File: config.mk
export PLATFORM = sky130hd
export DESIGN_NAME = uart_tx_fifo_drain
export DESIGN_NICKNAME = d
export VERILOG_FILES = /design/src/rtl/uart_pkg.sv /design/src/rtl/uart_baud_cnt.sv /design/src/rtl/uart_tx_fifo_drain.sv
export SDC_FILE = /design/constraint.sdc
export NUM_CORES = 1
export LEC_CHECK = 0
export CAP_MARGIN = 10
export CORE_UTILIZATION = 50
export DETAILED_ROUTE_END_ITERATION = 10
export PLACE_DENSITY_LB_ADDON = 0.15
export SLEW_MARGIN = 10
export SYNTH_ARGS = -nofsm -noshare
export SYNTH_HDL_FRONTEND = slang
export SYNTH_SLANG_ARGS = --single-unit
File: constraint.sdc
create_clock -name clk -period 2.1 [get_ports clk]
set_input_delay 0.525 -clock clk [delete_from_list [all_inputs] [get_ports clk]]
set_output_delay 0.525 -clock clk [all_outputs]
set_load 0.03 [all_outputs]
File: src/rtl/uart_pkg.sv
// rtl/uart_pkg.sv - shared UART state encoding, default parameters and parity helper
package uart_pkg;

  localparam int UART_DATA_WIDTH = 8;
  localparam int UART_BAUD_DIV   = 868;
  localparam int PARITY_MAX_W    = 32;

  typedef enum logic [2:0] {
    IDLE,
    LOAD,
    START,
    DATA,
    PARITY,
    STOP
  } tx_state_e;

  // Zero-extension to PARITY_MAX_W leaves the XOR reduction unchanged.
  function automatic logic calc_parity(input logic [PARITY_MAX_W-1:0] data, input logic odd);
    return odd ? ~^data : ^data;
  endfunction

endpackage

File: src/rtl/uart_baud_cnt.sv
// rtl/uart_baud_cnt.sv - free-running 0..BAUD_DIV-1 bit timer with synchronous clear
module uart_baud_cnt
  import uart_pkg::*;
#(
  parameter int BAUD_DIV = UART_BAUD_DIV
) (
  input  logic clk,
  input  logic rst_n,
  input  logic clr,
  output logic bit_end
);

  localparam int CW = (BAUD_DIV > 1) ? $clog2(BAUD_DIV) : 1;
  localparam logic [CW-1:0] LAST = CW'(BAUD_DIV - 1);

  logic [CW-1:0] cnt;

  always_ff @(posedge clk or negedge rst_n) begin
    if (!rst_n) begin
      cnt <= '0;
    end else if (clr || (cnt == LAST)) begin
      cnt <= '0;
    end else begin
      cnt <= cnt + 1'b1;
    end
  end

  assign bit_end = (cnt == LAST);

endmodule

File: src/rtl/uart_tx_fifo_drain.sv
// rtl/uart_tx_fifo_drain.sv - UART transmitter popping bytes from the TX FIFO read port
module uart_tx_fifo_drain
  import uart_pkg::*;
#(
  parameter int DATA_WIDTH = UART_DATA_WIDTH,
  parameter int BAUD_DIV   = UART_BAUD_DIV,
  parameter int PARITY_EN  = 0,
  parameter int PARITY_ODD = 0,
  parameter int STOP_BITS  = 1
) (
  input  logic                  clk,
  input  logic                  rst_n,
  input  logic                  fifo_empty,
  input  logic [DATA_WIDTH-1:0] fifo_dout,
  output logic                  fifo_re,
  output logic                  tx,
  output logic                  busy,
  output logic                  tx_done
);

  localparam int BCW = $clog2(DATA_WIDTH + 1);
  localparam logic [BCW-1:0] BIT_LAST = BCW'(DATA_WIDTH - 1);
  localparam logic [BCW-1:0] BIT_SAT  = BCW'(DATA_WIDTH);
  localparam logic STOP_LAST = (STOP_BITS == 2);

  tx_state_e state_q, state_d;
  logic [DATA_WIDTH-1:0] shift_q, shift_d;
  logic [BCW-1:0] bit_cnt_q, bit_cnt_d;
  logic stop_cnt_q, stop_cnt_d;
  logic parity_q, parity_d;
  logic tx_q, tx_d;
  logic baud_clr;
  logic bit_end;

  uart_baud_cnt #(
    .BAUD_DIV(BAUD_DIV)
  ) u_baud (
    .clk    (clk),
    .rst_n  (rst_n),
    .clr    (baud_clr),
    .bit_end(bit_end)
  );

  always_ff @(posedge clk or negedge rst_n) begin
    if (!rst_n) begin
      state_q    <= IDLE;
      shift_q    <= '0;
      bit_cnt_q  <= '0;
      stop_cnt_q <= 1'b0;
      parity_q   <= 1'b0;
      tx_q       <= 1'b1;
    end else begin
      state_q    <= state_d;
      shift_q    <= shift_d;
      bit_cnt_q  <= bit_cnt_d;
      stop_cnt_q <= stop_cnt_d;
      parity_q   <= parity_d;
      tx_q       <= tx_d;
    end
  end

  always_comb begin
    state_d    = state_q;
    shift_d    = shift_q;
    bit_cnt_d  = bit_cnt_q;
    stop_cnt_d = stop_cnt_q;
    parity_d   = parity_q;
    baud_clr   = 1'b0;
    fifo_re    = 1'b0;
    tx_done    = 1'b0;
    tx_d       = 1'b1;

    case (state_q)
      IDLE: begin
        baud_clr = 1'b1;
        // Gated by rst_n so the FIFO is never popped while the transmitter is held in reset.
        fifo_re  = !fifo_empty && rst_n;
        if (!fifo_empty) state_d = LOAD;
      end
      LOAD: begin
        baud_clr   = 1'b1;
        shift_d    = fifo_dout;
        parity_d   = calc_parity(PARITY_MAX_W'(fifo_dout), PARITY_ODD != 0);
        bit_cnt_d  = '0;
        stop_cnt_d = 1'b0;
        state_d    = START;
      end
      START: begin
        if (bit_end) state_d = DATA;
      end
      DATA: begin
        if (bit_end) begin
          shift_d = shift_q >> 1;
          if (bit_cnt_q != BIT_SAT) bit_cnt_d = bit_cnt_q + 1'b1;
          if (bit_cnt_q == BIT_LAST) state_d = (PARITY_EN != 0) ? PARITY : STOP;
        end
      end
      PARITY: begin
        if (bit_end) state_d = STOP;
      end
      STOP: begin
        if (bit_end) begin
          if (stop_cnt_q == STOP_LAST) begin
            tx_done = 1'b1;
            state_d = IDLE;
          end else begin
            stop_cnt_d = 1'b1;
          end
        end
      end
      default: state_d = IDLE;
    endcase

    // Line level is registered from the next state so tx changes exactly on state boundaries.
    case (state_d)
      START:   tx_d = 1'b0;
      DATA:    tx_d = shift_d[0];
      PARITY:  tx_d = parity_d;
      default: tx_d = 1'b1;
    endcase
  end

  assign tx   = tx_q;
  assign busy = (state_q != IDLE);

endmodule

After elaboration in Yosys (flattened, before gate mapping)
Index checks and enable logic that the tools add are counted.
{"block": "totals", "input_bits": 11, "reg_bits": 28}
{"block": "op_classes", "muxes": 24, "n_reduce_logical": 12, "n_addsub": 2, "n_eq_ne": 14}
{"cell": "XOR reduction 32 bit", "n": 1}
{"cell": "2-to-1 mux 3 bit", "n": 7}
{"cell": "case mux 3 bit (6 select lines)", "n": 1}
{"cell": "case mux 8 bit (2 select lines)", "n": 1}
{"cell": "equality test 3 x 2 -> 1 bit, second input constant", "n": 4}
{"cell": "adder 10 x 1 -> 10 bit, second input constant", "n": 1}
{"cell": "equality test 10 bit, second input constant", "n": 1}
{"cell": "2-to-1 mux 10 bit", "n": 1}
{"cell": "equality test 3 bit, second input constant", "n": 3}
{"cell": "2-to-1 mux 1 bit", "n": 8}
{"cell": "2-to-1 mux 4 bit", "n": 2}
{"cell": "2-to-1 mux 8 bit", "n": 1}
{"cell": "case mux 4 bit (2 select lines)", "n": 1}
{"cell": "!= test 2 bit, second input constant", "n": 3}
{"cell": "adder 4 x 1 -> 4 bit, second input constant", "n": 1}
{"cell": "equality test 4 x 3 -> 1 bit, second input constant", "n": 1}
{"cell": "!= test 4 bit, second input constant", "n": 1}
{"cell": "AND reduction 2 bit", "n": 2}
{"cell": "nonzero test 2 bit", "n": 2}
{"cell": "equality test 3 x 1 -> 1 bit, second input constant", "n": 1}
{"cell": "logical NOT 3 bit", "n": 1}
{"cell": "case mux 1 bit (3 select lines)", "n": 1}
{"cell": "AND reduction 3 bit", "n": 1}
{"cell": "nonzero test 3 bit", "n": 1}
{"cell": "other kinds (5)", "n": 5}

Logic depth before layout (Yosys ltp)
{"block": "depth", "ltp_word": 6, "depth_mapped": 7, "ltp_nobuf": 6}

By module
A second synthesis with hierarchy kept.
{"block": "hier_totals", "hier_cells": 149, "area_unflattened_um2": 1502.7}
{"mod": "uart_tx_fifo_drain", "cells_each": 97, "area_each_um2": 988.4, "instances": 1}
{"mod": "uart_baud_cnt", "cells_each": 52, "area_each_um2": 514.2, "instances": 1}

Worst setup path before layout
No wires, ideal clock.
{"block": "synth_path", "kind": "reg-to-output", "from": "reg state_q[1]", "to": "out fifo_re", "t_arrival_ps": 1923, "stages_incl_launch_ff": 4, "slack_ps": -348, "required_ps": 1575, "path_buffers": 1, "path_cell_list": "dfrtp_1 -> buf_2 -> or3_1 -> nor3b_1"}
{"block": "synth_via", "elab_chain_len": 2}
{"item": "from (decl)", "line_no": "uart_tx_fifo_drain.sv:26", "text": "tx_state_e state_q, state_d;"}
{"item": "from (signal assigned)", "line_no": "uart_tx_fifo_drain.sv:53", "text": "state_q <= state_d;"}
{"item": "logical NOT 3 bit", "line_no": "uart_tx_fifo_drain.sv:73", "text": "case (state_q)"}
{"item": "2-to-1 mux 1 bit", "line_no": "uart_tx_fifo_drain.sv:73"}
{"item": "to (decl)", "line_no": "uart_tx_fifo_drain.sv:15", "text": "output logic fifo_re,"}
No other way between the ends.

Final worst setup path
{"block": "layout_path", "from": "reg u_baud.cnt[0]", "to": "out tx_done"}
{"block": "layout_via", "elab_chain_len": 3}
{"item": "from (decl)", "line_no": "uart_baud_cnt.sv:16", "text": "logic [CW-1:0] cnt;"}
{"item": "from (signal assigned)", "line_no": "uart_baud_cnt.sv:24", "text": "cnt <= cnt + 1'b1;"}
{"item": "equality test 10 bit", "line_no": "uart_baud_cnt.sv:28", "text": "assign bit_end = (cnt == LAST);"}
{"item": "2-to-1 mux 1 bit", "line_no": "uart_tx_fifo_drain.sv:102", "text": "if (bit_end) begin"}
{"item": "2-to-1 mux 1 bit", "line_no": "uart_tx_fifo_drain.sv:73"}
{"item": "to (decl)", "line_no": "uart_tx_fifo_drain.sv:18", "text": "output logic tx_done"}
No other way between the ends.

==> qor.yml <==
clock-sinks: 28
min_path_type: "register to register"
rsz0062_at_grt: "true"
syn_to_final_growth_pct: 23.4
antennaDiodeCount: 0
cts_root_buf: "clkbuf_4"
grt_pass1_vias: 1139
htreeDepth: 1
use_met2_pct: 35.0
final.period_utilization_pct: 97.1
cts_made_buffers: 3
clkLatencyLatePin_ns: 0.33
run_status: "finished with violations"
grt_use_total_pct: 20.4
place_hpwl_mm: 2.06
final_cells: 207
wl_per_cell_um: 14.4
rows: 19
grt_pass1_wl_mm: 5.06
tns_ns: 0
power_density_nw_per_um2: 825
cap_viol_max_count: 0
setup_violations: 0
vias: 1192
die_h_um: 57.2
gp_congestion: 0.738
synth_flop_cell: "dfrtp_1"
die_w_um: 57.2
design_area_sq_um: 1880
drive_gt1_share_pct: 18.2
die_area_sq_um: 3270
grt_max_degree: 29
synth_seq_area_share_pct: 46.1
critPathKind: "register to primary output"
arrival_ns: 1.51
synth-edff-count: 0
dp_slack_ns: 0.0995
syn_area_sq_um: 1520
numPortBuffers: 14
synth_top_area_cell: "dfrtp_1"
relSlewSlack_pct: 58.3
layout_commonest_cell: "dfrtp_1"
critPathSlowestCell: "dfrtp_1"
async_flop_share_pct: 100
synth_area_leaders: "dfrtp_1, xnor2_1, nor2_1"
synth_fp_nets: 164
path_clk_slew_ns: 0.15
cp-end-kind: "primary output"
cp-startpoint: "u_baud.cnt[0]"
fin_nets: 191
leakage_nw: 0.837
core_area_sq_um: 2830
vias_per_cell: 5.76
drc: 1
r2r-start: "u_baud.cnt[0]"
synth_cell_types: 43
drv_slew: 0
skew_ns: 0.00804
crit_fanout: 3
ys_ff_latch: 28
postSynthCellCount: 150
final_core_util_pct: 66.5
worst_pin_slew_ns: 0.621
ios: 15
initial_core_util_pct: 53.9
final-hold-violation-count: 0
busiest_layer: "met2"
cts_tree: "built"
drt_iter0_drc: 86
fin_crit_ns: 2.04
violations: "design-rule violations"
finalWirelength_mm: 2.97
met3_usage_pct: 2.27
yosysTopAreaCellShare_pct: 44.3
start_kind: "register"
crit_chain: "ha_2 > and4bb_4 > and4_1 > buf_6"
dp_cells: 195
avgSynthCellArea_sq_um: 10.2
clk_path_buf_depth: 2
max_freq_mhz: 490
crit_required_ns: 1.57
antenna_found_initial: 0
slowest_delay_ns: 0.39
grtUsageMet1_pct: 26.4
layout_common_cells: "dfrtp_1, nor2_1, buf_4"
holdCritStartpoint: "shift_q[5]"
dr.pass1.iters: 7
ctsHoldBuffers: 0
timing.final.ws_setup_ns: 0.0610
ant_nets: 0
ys.warnings.count: 0
grt.overflow.total: 0
ir_worst_vdd_v: 0.000349
dpl_cell_area_sq_um: 1720
-- cell type report --
type                       count  area [sq um]
clock buffer                   3          22.5
multi-input combinational    106           785
inverter                      10          37.5
sequential                    28           702
clock inverter                 1          30.0
tap                           31          38.8
fill                         222           948
timing repair buffer          28           265
-- flip-flops by register name, indices dropped and copies added, names as in the netlist --
signal / cells
shift_q: 8
parity_q: 1
tx: 1
bit_cnt_q: 4
u_baud.cnt: 10
state_q: 3
stop_cnt_q: 1
-- cell families (layout without fill, tap and decap cells) --
| logic type | count (synthesis) | after routing | share of synthesized area [%] |
|---|---|---|---|
| AOI/OAI and AO/OA | 23 | 23 | 11.7 |
| xor gates and xnor gates | 16 | 16 | 9.20 |
| adders and majority gates | 3 | 3 | 2.46 |
| buffers and inverters | 16 | 42 | 4.68 |
| DFF | 28 | 28 | 46.1 |
| muxes | 1 | 1 | 0.739 |
| and+or+nand+nor | 63 | 63 | 25.2 |
-- per-layer routing --
layer	wire, um	share of wire (%)
met1	1380	46
met2	1500	50
met3	74	2.5
met4	21	0.71
met5	0	0
-- where the power goes --
part	total (W)	switching, W	internal (W)
combinational	0.000444	0.000204	0.000240
sequential	0.000757	0.000104	0.000653
clock	0.000351	0.000158	0.000193
total	0.00155	0.000466	0.00109
-- cell usage after synthesis, drive strengths merged, types with 2 or more instances --
library cell and n:
nor2b 3, nand3b 2, nor2 17, dfrtp 27, clkbuf 2, o21ai 4
xor2 7, and4 2, a21o 2, a222oi 6, ha 3, nand4 5
a22o 2, nor3 3, and2 2, buf 4, a21oi 3, and3 3
inv 10, nand3 5, nand2b 4, nand2 6, nor3b 4, xnor2 9
-- path summary, 6_finish.rpt --
kind                                 to  slack (ns)  depth (start not counted)
min reg2reg                  shift_q[4]        0.51                          2
max                             tx_done        0.06                          4
max reg2reg                bit_cnt_q[2]        0.12                          7
min in group asynchronous    state_q[0]        0.63                          2
max in group asynchronous            tx        1.17                          2
min                          shift_q[4]        0.51                          2
-- per-stage QoR --
| step | total power [W] | hold slack, ns |
|---|---|---|
| 6_report | 0.00155 | 0.511 |
| 2_1_floorplan | 0.00101 | 0.229 |
| 3_5_place_dp | 0.00114 | 0.467 |
| 3_3_place_gp | 0.00112 | 0.465 |
| 5_1_grt | 0.00166 | 0.542 |
| 4_1_cts | 0.00153 | 0.518 |
-- worst max-delay path: cells and delay by family, from the launching register on --
family        cells  cell delay [ns]
fa+ha+maj         1             0.19
buf+inv           1             0.13
flops             1             0.39
simple gates      2             0.48
-- what timing repair did --
item,4_1_cts,5_1_grt
pin swaps,0,2
gates resized for setup,4,6
setup endpoints to repair,2,4
setup buffers,2,6
endpoints found under the hold margin,0,0
(Power assumes the default switching activity.)
